--- src/rtl/pc_sequencer_pkg.sv ---
// Shared definitions for the fetch-address sequencer: vectors, next-PC
// select codes and the sequencer state encoding.
package pc_sequencer_pkg;

   // Fetch address after reset and after a fault handler acknowledge
   localparam logic [31:0] PC_RESET_VEC   = 32'h0000_3000;
   localparam logic [31:0] PC_HANDLER_VEC = 32'h0000_4180;

   // Next-PC select: same encoding as the NPC unit feeding this block
   localparam int NPC_SEL_W = 2;
   typedef enum logic [NPC_SEL_W-1:0] {
      NPC_BRANCH = 2'd0,
      NPC_JUMP   = 2'd1,
      NPC_JR     = 2'd2,
      NPC_SEQ    = 2'd3
   } npc_sel_e;

   // Sequencer states
   typedef enum logic [1:0] {
      ST_BOOT  = 2'd0,
      ST_RUN   = 2'd1,
      ST_STALL = 2'd2,
      ST_FAULT = 2'd3
   } seq_state_e;

   localparam int          TAKEN_CNT_W   = 16;
   localparam logic [15:0] TAKEN_CNT_MAX = 16'hFFFF;

endpackage

--- src/rtl/pc_sequencer_target_mux.sv ---
// Combinational next-PC target selection. A bubble in D (d_valid=0)
// always falls back to the sequential address and is never "taken".
module pc_target_mux
   import pc_sequencer_pkg::*;
(
   input  logic [NPC_SEL_W-1:0] npc_sel,
   input  logic                 d_valid,
   input  logic                 cmp,
   input  logic signed [31:0]   im32,
   input  logic [25:0]          im26,
   input  logic [31:0]          reg_pc,
   input  logic [31:0]          pc_f,
   input  logic [31:0]          pc4_d,
   output logic [31:0]          target,
   output logic                 taken
);

   logic signed [31:0] br_off;

   // Select the redirect target and flag whether it is a taken redirect
   always_comb begin
      br_off = im32 <<< 2;
      target = pc_f + 32'd4;
      taken  = 1'b0;
      if (d_valid) begin
         unique case (npc_sel_e'(npc_sel))
            NPC_BRANCH: begin
               if (cmp) begin
                  target = pc4_d + $unsigned(br_off);
                  taken  = 1'b1;
               end
            end
            NPC_JUMP: begin
               target = {pc4_d[31:28], im26, 2'b00};
               taken  = 1'b1;
            end
            NPC_JR: begin
               target = reg_pc;
               taken  = 1'b1;
            end
            NPC_SEQ: begin
               target = pc_f + 32'd4;
            end
         endcase
      end
   end

endmodule

--- src/rtl/pc_sequencer.sv ---
// Fetch-address sequencer: owns pc_f / pc4_d, the BOOT/RUN/STALL/FAULT
// state machine, misaligned-target fault capture and the taken counter.
// Every output comes straight from a flop.
module pc_sequencer
   import pc_sequencer_pkg::*;
(
   input  logic                 clk,
   input  logic                 reset,
   input  logic                 stall,
   input  logic                 d_valid,
   input  logic [NPC_SEL_W-1:0] npc_sel,
   input  logic                 cmp,
   input  logic signed [31:0]   im32,
   input  logic [25:0]          im26,
   input  logic [31:0]          reg_pc,
   input  logic                 fault_clr,
   output logic [31:0]          pc_f,
   output logic                 f_valid,
   output logic [31:0]          pc4_d,
   output logic                 fault,
   output logic [31:0]          fault_pc,
   output logic [15:0]          taken_cnt
);

   seq_state_e             state_q, state_d;
   logic [31:0]            pc_f_q, pc_f_d;
   logic [31:0]            pc4_d_q, pc4_d_d;
   logic                   f_valid_q, f_valid_d;
   logic                   fault_q, fault_d;
   logic [31:0]            fault_pc_q, fault_pc_d;
   logic [TAKEN_CNT_W-1:0] taken_cnt_q, taken_cnt_d;

   logic [31:0] target;
   logic        taken;

   // Saturating increment of the taken-redirect counter
   function automatic logic [TAKEN_CNT_W-1:0] sat_inc(input logic [TAKEN_CNT_W-1:0] v);
      if (v == TAKEN_CNT_MAX) return v;
      return v + 1'b1;
   endfunction

   pc_target_mux u_target_mux (
      .npc_sel (npc_sel),
      .d_valid (d_valid),
      .cmp     (cmp),
      .im32    (im32),
      .im26    (im26),
      .reg_pc  (reg_pc),
      .pc_f    (pc_f_q),
      .pc4_d   (pc4_d_q),
      .target  (target),
      .taken   (taken)
   );

   // Next-state and next-register computation for the whole sequencer
   always_comb begin
      state_d     = state_q;
      pc_f_d      = pc_f_q;
      pc4_d_d     = pc4_d_q;
      fault_d     = fault_q;
      fault_pc_d  = fault_pc_q;
      taken_cnt_d = taken_cnt_q;
      unique case (state_q)
         ST_BOOT: begin
            // One idle cycle, fetch starts from the unchanged reset vector
            state_d = ST_RUN;
         end
         ST_RUN, ST_STALL: begin
            if (stall) begin
               // Freeze F and D; the held D inputs are re-evaluated later
               state_d = ST_STALL;
            end else begin
               if (taken) taken_cnt_d = sat_inc(taken_cnt_q);
               if (d_valid && (target[1:0] != 2'b00)) begin
                  state_d    = ST_FAULT;
                  fault_d    = 1'b1;
                  fault_pc_d = target;
               end else begin
                  pc_f_d  = target;
                  pc4_d_d = pc_f_q + 32'd4;
                  state_d = ST_RUN;
               end
            end
         end
         ST_FAULT: begin
            // Only the handler acknowledge is honoured here
            if (fault_clr) begin
               pc_f_d  = PC_HANDLER_VEC;
               fault_d = 1'b0;
               state_d = ST_RUN;
            end
         end
      endcase
      f_valid_d = (state_d == ST_RUN) || (state_d == ST_STALL);
   end

   // State and output registers with synchronous active-low reset
   always_ff @(posedge clk) begin
      if (!reset) begin
         state_q     <= ST_BOOT;
         pc_f_q      <= PC_RESET_VEC;
         pc4_d_q     <= PC_RESET_VEC;
         f_valid_q   <= 1'b0;
         fault_q     <= 1'b0;
         fault_pc_q  <= 32'h0;
         taken_cnt_q <= '0;
      end else begin
         state_q     <= state_d;
         pc_f_q      <= pc_f_d;
         pc4_d_q     <= pc4_d_d;
         f_valid_q   <= f_valid_d;
         fault_q     <= fault_d;
         fault_pc_q  <= fault_pc_d;
         taken_cnt_q <= taken_cnt_d;
      end
   end

   assign pc_f      = pc_f_q;
   assign pc4_d     = pc4_d_q;
   assign f_valid   = f_valid_q;
   assign fault     = fault_q;
   assign fault_pc  = fault_pc_q;
   assign taken_cnt = taken_cnt_q;

endmodule

--- config.mk ---
export PLATFORM = sky130hd
export DESIGN_NAME = pc_sequencer
export DESIGN_NICKNAME = d
export VERILOG_FILES = /design/src/rtl/pc_sequencer_pkg.sv /design/src/rtl/pc_sequencer_target_mux.sv /design/src/rtl/pc_sequencer.sv
export SDC_FILE = /design/constraint.sdc
export NUM_CORES = 1
export LEC_CHECK = 0
export CORE_MARGIN = 3
export CORE_UTILIZATION = 54
export CTS_BUF_LIST = sky130_fd_sc_hd__clkbuf_2
export DETAILED_ROUTE_END_ITERATION = 6
export PLACE_DENSITY_LB_ADDON = 0.08
export SLEW_MARGIN = 20
export SYNTH_ARGS = -nofsm -noshare
export SYNTH_HDL_FRONTEND = slang
export SYNTH_SLANG_ARGS = --single-unit
--- constraint.sdc ---
create_clock -name clk -period 10.12 [get_ports clk]
set_input_delay 3.036 -clock clk [delete_from_list [all_inputs] [get_ports clk]]
set_output_delay 3.036 -clock clk [all_outputs]
set_load 0.005 [all_outputs]
# Yosys cells after proc, flatten, opt, wreduce, memory -nomap -nowiden
# Index checks and enable logic that the tools add are counted.
# op_classes
bitwise_logic,2
eq_ne,14
add_sub_neg,3
muxes,23
reduce_logical,13
# op_table
operator,count
$mux 32,5
$pmux 32 s4,1
$pmux 32 s2,1
$add 32x3->32 const B,1
$add 32x32->32,1
$add 16x1->16 const B,1
$eq 16x16->1 const B,1
$mux 16,1
$reduce_and 4->1,3
$eq 2x2->1 const B,5
$ne 2x2->1 const B,5
$mux 1,9
$eq 2x1->1 const B,3
$mux 2,3
$pmux 2 s3,1
$reduce_and 3->1,2
$logic_not 2->1,2
$pmux 1 s2,2
$reduce_bool 2->1,2
$reduce_or 2->1,2
$not 1->1,2
$logic_and 1x1->1,1
$logic_or 1x1->1,1
# totals
elab_cells,62
inputBits,98
reg_bits,116

# Logic depth before layout (Yosys ltp)
# depth
depth_word,11
mapped_depth,13

# Cells and area by module
# A second synthesis with hierarchy kept.
# unflattened
cells_unflattened,1117
hier_area_um2,8251.7
# modules_own_cells
mod,seq_area_each_um2,instances,area_each_um2,cells_each
pc_sequencer,2322.2,1,4873.4,599
pc_target_mux,0.0,1,3378.2,518

# Worst setup path after synthesis
# No wires, ideal clock.
# synth_path
path_kind,input port to flip-flop
startpoint,input port im32[0]
endpoint,register fault_pc_q[16] (netlist: fault_pc[16])
setup_time_ns,0.133
path_buffers,0
path_stages,10
slack_ns,4.716
arrival_ns,5.272
path_cell_list,ha_1 -> fa_1 -> a21o_1 -> a221o_1 -> a221oi_1 -> o21ai_0 -> a21oi_1 -> xnor2_1 -> a221oi_1 -> a21oi_1
# synth_via
elab_chain_len,4
# synth_lines
element,line_no,rtl
start: declaration,pc_sequencer.sv:13,"input logic signed [31:0] im32,"
$add 32x32->32,pc_sequencer_target_mux.sv:29,target = pc4_d + $unsigned(br_off);
$mux 32,pc_sequencer_target_mux.sv:28,if (cmp) begin
$pmux 32 s4,pc_sequencer_target_mux.sv:26,unique case (npc_sel_e'(npc_sel))
$mux 32,pc_sequencer_target_mux.sv:25,if (d_valid) begin
end signal: assignment,pc_sequencer.sv:113,fault_pc_q <= fault_pc_d;
end: declaration,pc_sequencer.sv:30,"logic [31:0] fault_pc_q, fault_pc_d;"
# No other way between the ends.
# A chain may end at the register's enable or synchronous reset.

# Worst setup path after layout
# layout_path
startpoint,input port cmp
endpoint,register pc_f_q[16] (netlist: pc_f[16])
# layout_via
elab_chain_len,7
elab_cells_between_ends,10
# layout_lines
element,line_no,rtl
start: declaration,pc_sequencer.sv:12,"input logic cmp,"
$mux 32 *,pc_sequencer_target_mux.sv:28,
$pmux 32 s4 *,pc_sequencer_target_mux.sv:26,
$mux 32 *,pc_sequencer_target_mux.sv:25,
$reduce_bool 2->1,pc_sequencer.sv:74,if (d_valid && (target[1:0] != 2'b00)) begin
$logic_and 1x1->1,pc_sequencer.sv:74,
$ne 2x2->1 (no source line),-,
$reduce_and 4->1 (no source line),-,
end signal: assignment,pc_sequencer.sv:109,pc_f_q <= pc_f_d;
end: declaration,pc_sequencer.sv:26,"logic [31:0] pc_f_q, pc_f_d;"
# Mark *: on every way between the ends. The rest lies on a longest branch, timed or not. The select of a mux whose other input is x is not followed.

==> reports/metrics.csv <==
metric;value;unit
port bufs;209;
Worst Path Arrival;6820;ps
Die Wd;122.2;µm
Worst R2R Setup Slack;6830;ps
Final Util;74.72;%
area occupied by multi-input gates;0.004679;mm²
synthesis-stage register bit count;116;
# IOs;212;
Hold WS;468.3;ps
Slew @ Worst Pin;861.2;ps
maxcap violations;0;
final clock skew;32.91;ps
startpoint class of the critical path;input port;
Clock transition at path regs;180;ps
# DRC;1;
r2r endpoint;fault_pc[25];
R2R depth;10;
LEAKAGE;0.003711;µW
f_max;161.2;MHz
Initial Util;56.36;%
vias in the first global route;7466;
pin count of the biggest net entering global routing;72;
Final Critical Period;6202;ps
antenna violations before repair;0;
status;finished with violations;
pre-CTS WS;3305;ps
antenna viol nets, final;0;
required time of the critical path;10740;ps
std cell rows;41;
Die Height;122.2;µm
Syn-to-layout area delta;32.58;%
H-tree Lvls;4;
Sequential Area;0.002322;mm²
Slew HR;42.45;%
GR Util All Layers;33.52;%
crit-path max FO;22;
GPL Wtd Cong;0.9815;
synth unique cells;65;
core area;0.01293;mm²
Mapped Avg Cell Area;7.826;µm²
clock root buffer;clkbuf_2;
Iteration-0 DRC Markers;847;
failing checks;design-rule violations;
TNS Setup;0;ps
Post-synth top flop;dfxtp_1;
global-route wire length before repair;39130;µm
asr flop ratio synth;0;%
CTS Hold Buffers Added;0;
reg2reg start;pc4_d[10];
layout cells sized above 1;4.987;%
Pre-Repair DR Iteration Count;7;
CTS Buf Count;17;
later-pin clock latency in the skew report;700;ps
via count;8008;
CTS resizes;0;
Finish-stage setup viols;0;
Cell Area, Synth;0.007286;mm²
crit path from;cmp;
count of pins over their slew limit;0;
Net count, final;1248;
Hold Path Cell Cnt;2;
DR vias/cell;6.184;
RSZ-0062 raised after global routing;no;
Syn. warnings;0;
CTS Sinks;116;
hold path start;fault_pc[26];
Post-synth EDFFs;0;
total grt overflow;0;
fillcell total;1061;
Routed WL;25280;µm
Post-CTS Setup Inserts;0;
Worst Hold End;fault_pc[26];
clock tree buffer depth;2;
Syn Inst Count;931;
WL/cell;19.52;µm
PD cells;119.5;mW/mm²
number of diodes;0;
final hold viol count;0;
Crit Path Category;in -> reg;
maximum VDD drop;0.08461;mV
die area;0.01492;mm²
TritonCTS clock tree;done;
CP endpoint kind;flip-flop;
Syn Nets;1069;
final critical-path share of the clock period;61.28;%
worst min-delay path class;reg -> reg;
sequential area share after synthesis;31.87;%
DPL Wire Length;18600;µm
setup slack after layout;3918;ps
## routing by layer
layer | share of wire (%) | wire, µm | global-route usage [%]
met1 | 40 | 10160 | 41.86
met5 | 0 | 0 | 0
met3 | 8.6 | 2173 | 8.589
met4 | 3.4 | 851 | 11.69
met2 | 48 | 12090 | 56.18
## flip-flops by register name, summed over array words and instances, names as in the netlist
register / cells
f_valid: 1
fault: 1
fault_pc: 32
pc4_d: 32
pc_f: 32
state_q: 2
taken_cnt: 16
## worst max-delay path by stage
| stage | to | slack (ps) | cells after the start |
|---|---|---|---|
| 2_1_floorplan | fault_pc[16] | 4720 | 10 |
| 6_report | pc_f[16] | 3920 | 10 |
| 5_1_grt | pc_f[19] | 3790 | 12 |
| 4_1_cts | pc_f[11] | 4080 | 9 |
| 3_5_place_dp | pc_f[11] | 3310 | 9 |
| 3_3_place_gp | pc_f[11] | 3380 | 9 |
## stage by stage
stage               area [µm²]  power (µW)  instances
finish                    9659        1154       1295
global route              9659        1207       1295
CTS                       9659        1148       1295
detailed placement        9433       848.7       1263
global placement          9433       844.3       1263
floorplan                 7286       702.9        931
## report_power, final
group          switching (µW)  internal, µW
Combinational             183           159
Clock                     194           112
Sequential               26.1           479
Total                     404           750
## final cells by class
| cell class | count | area share [%] |
|---|---|---|
| clock buffer | 18 | 0.9326 |
| clock inverter | 14 | 1.412 |
| inverter | 17 | 0.6606 |
| multi-input combinational | 741 | 48.45 |
| sequential | 116 | 24.04 |
| tap | 172 | 2.228 |
| timing repair buffer | 217 | 22.28 |
## worst max-delay path: stages
cell,delay (ps)
clkdlybuf4s50_1,760
nand2_1,430
o21ai_1,290
a21oi_1,100
o31ai_4,390
nand2b_1,130
a211o_1,580
nor3_2,680
o21ai_0,230
o21ai_1,170
## synth_stat cells (all sizes together), types with 10 or more instances
cell / number / area share (%)
nor2: 125 / 6.4
dfxtp: 116 / 32
nand2: 87 / 4.5
a21oi: 62 / 4.3
o21ai: 58 / 4.0
clkbuf: 48 / 2.5
ha: 39 / 6.7
nor3: 36 / 2.6
xnor2: 35 / 4.2
a22oi: 30 / 3.1
xor2: 29 / 3.5
a211oi: 27 / 2.9
nand3: 25 / 1.7
a21o: 21 / 2.2
inv: 17 / 0.88
nand4: 16 / 1.5
o22ai: 16 / 1.4
and3: 15 / 1.3
a31oi: 12 / 1.0
a221oi: 10 / 1.2
nor2b: 10 / 0.86
## kinds of logic after synthesis
group                    share of synthesized area (%)
multiplexers                                    0.6870
AND/OR/NAND/NOR                                  22.75
adder cells (fa/ha/maj)                          6.972
AO/OA/AOI/OAI                                    26.02
flip-flops                                       31.87
buffers and inverters                            4.001
XOR/XNOR                                         7.694
## placed cells by master (no fill, tap or decap), types with 15 or more instances in the layout
| cell | count |
|---|---|
| ha_1 | 39 |
| o21ai_0 | 43 |
| nand2_1 | 87 |
| nand3_1 | 25 |
| o21ai_1 | 15 |
| nor2_1 | 125 |
| nor3_1 | 34 |
| a22oi_1 | 30 |
| and3_1 | 15 |
| a21o_1 | 21 |
| clkdlybuf4s50_1 | 209 |
| inv_1 | 16 |
| clkbuf_2 | 18 |
| o22ai_1 | 16 |
| dfxtp_1 | 116 |
| a211oi_1 | 25 |
| nand4_1 | 15 |
| xor2_1 | 29 |
| xnor2_1 | 35 |
| a21oi_1 | 62 |
Note: power is estimated with default switching activity, not from simulation.
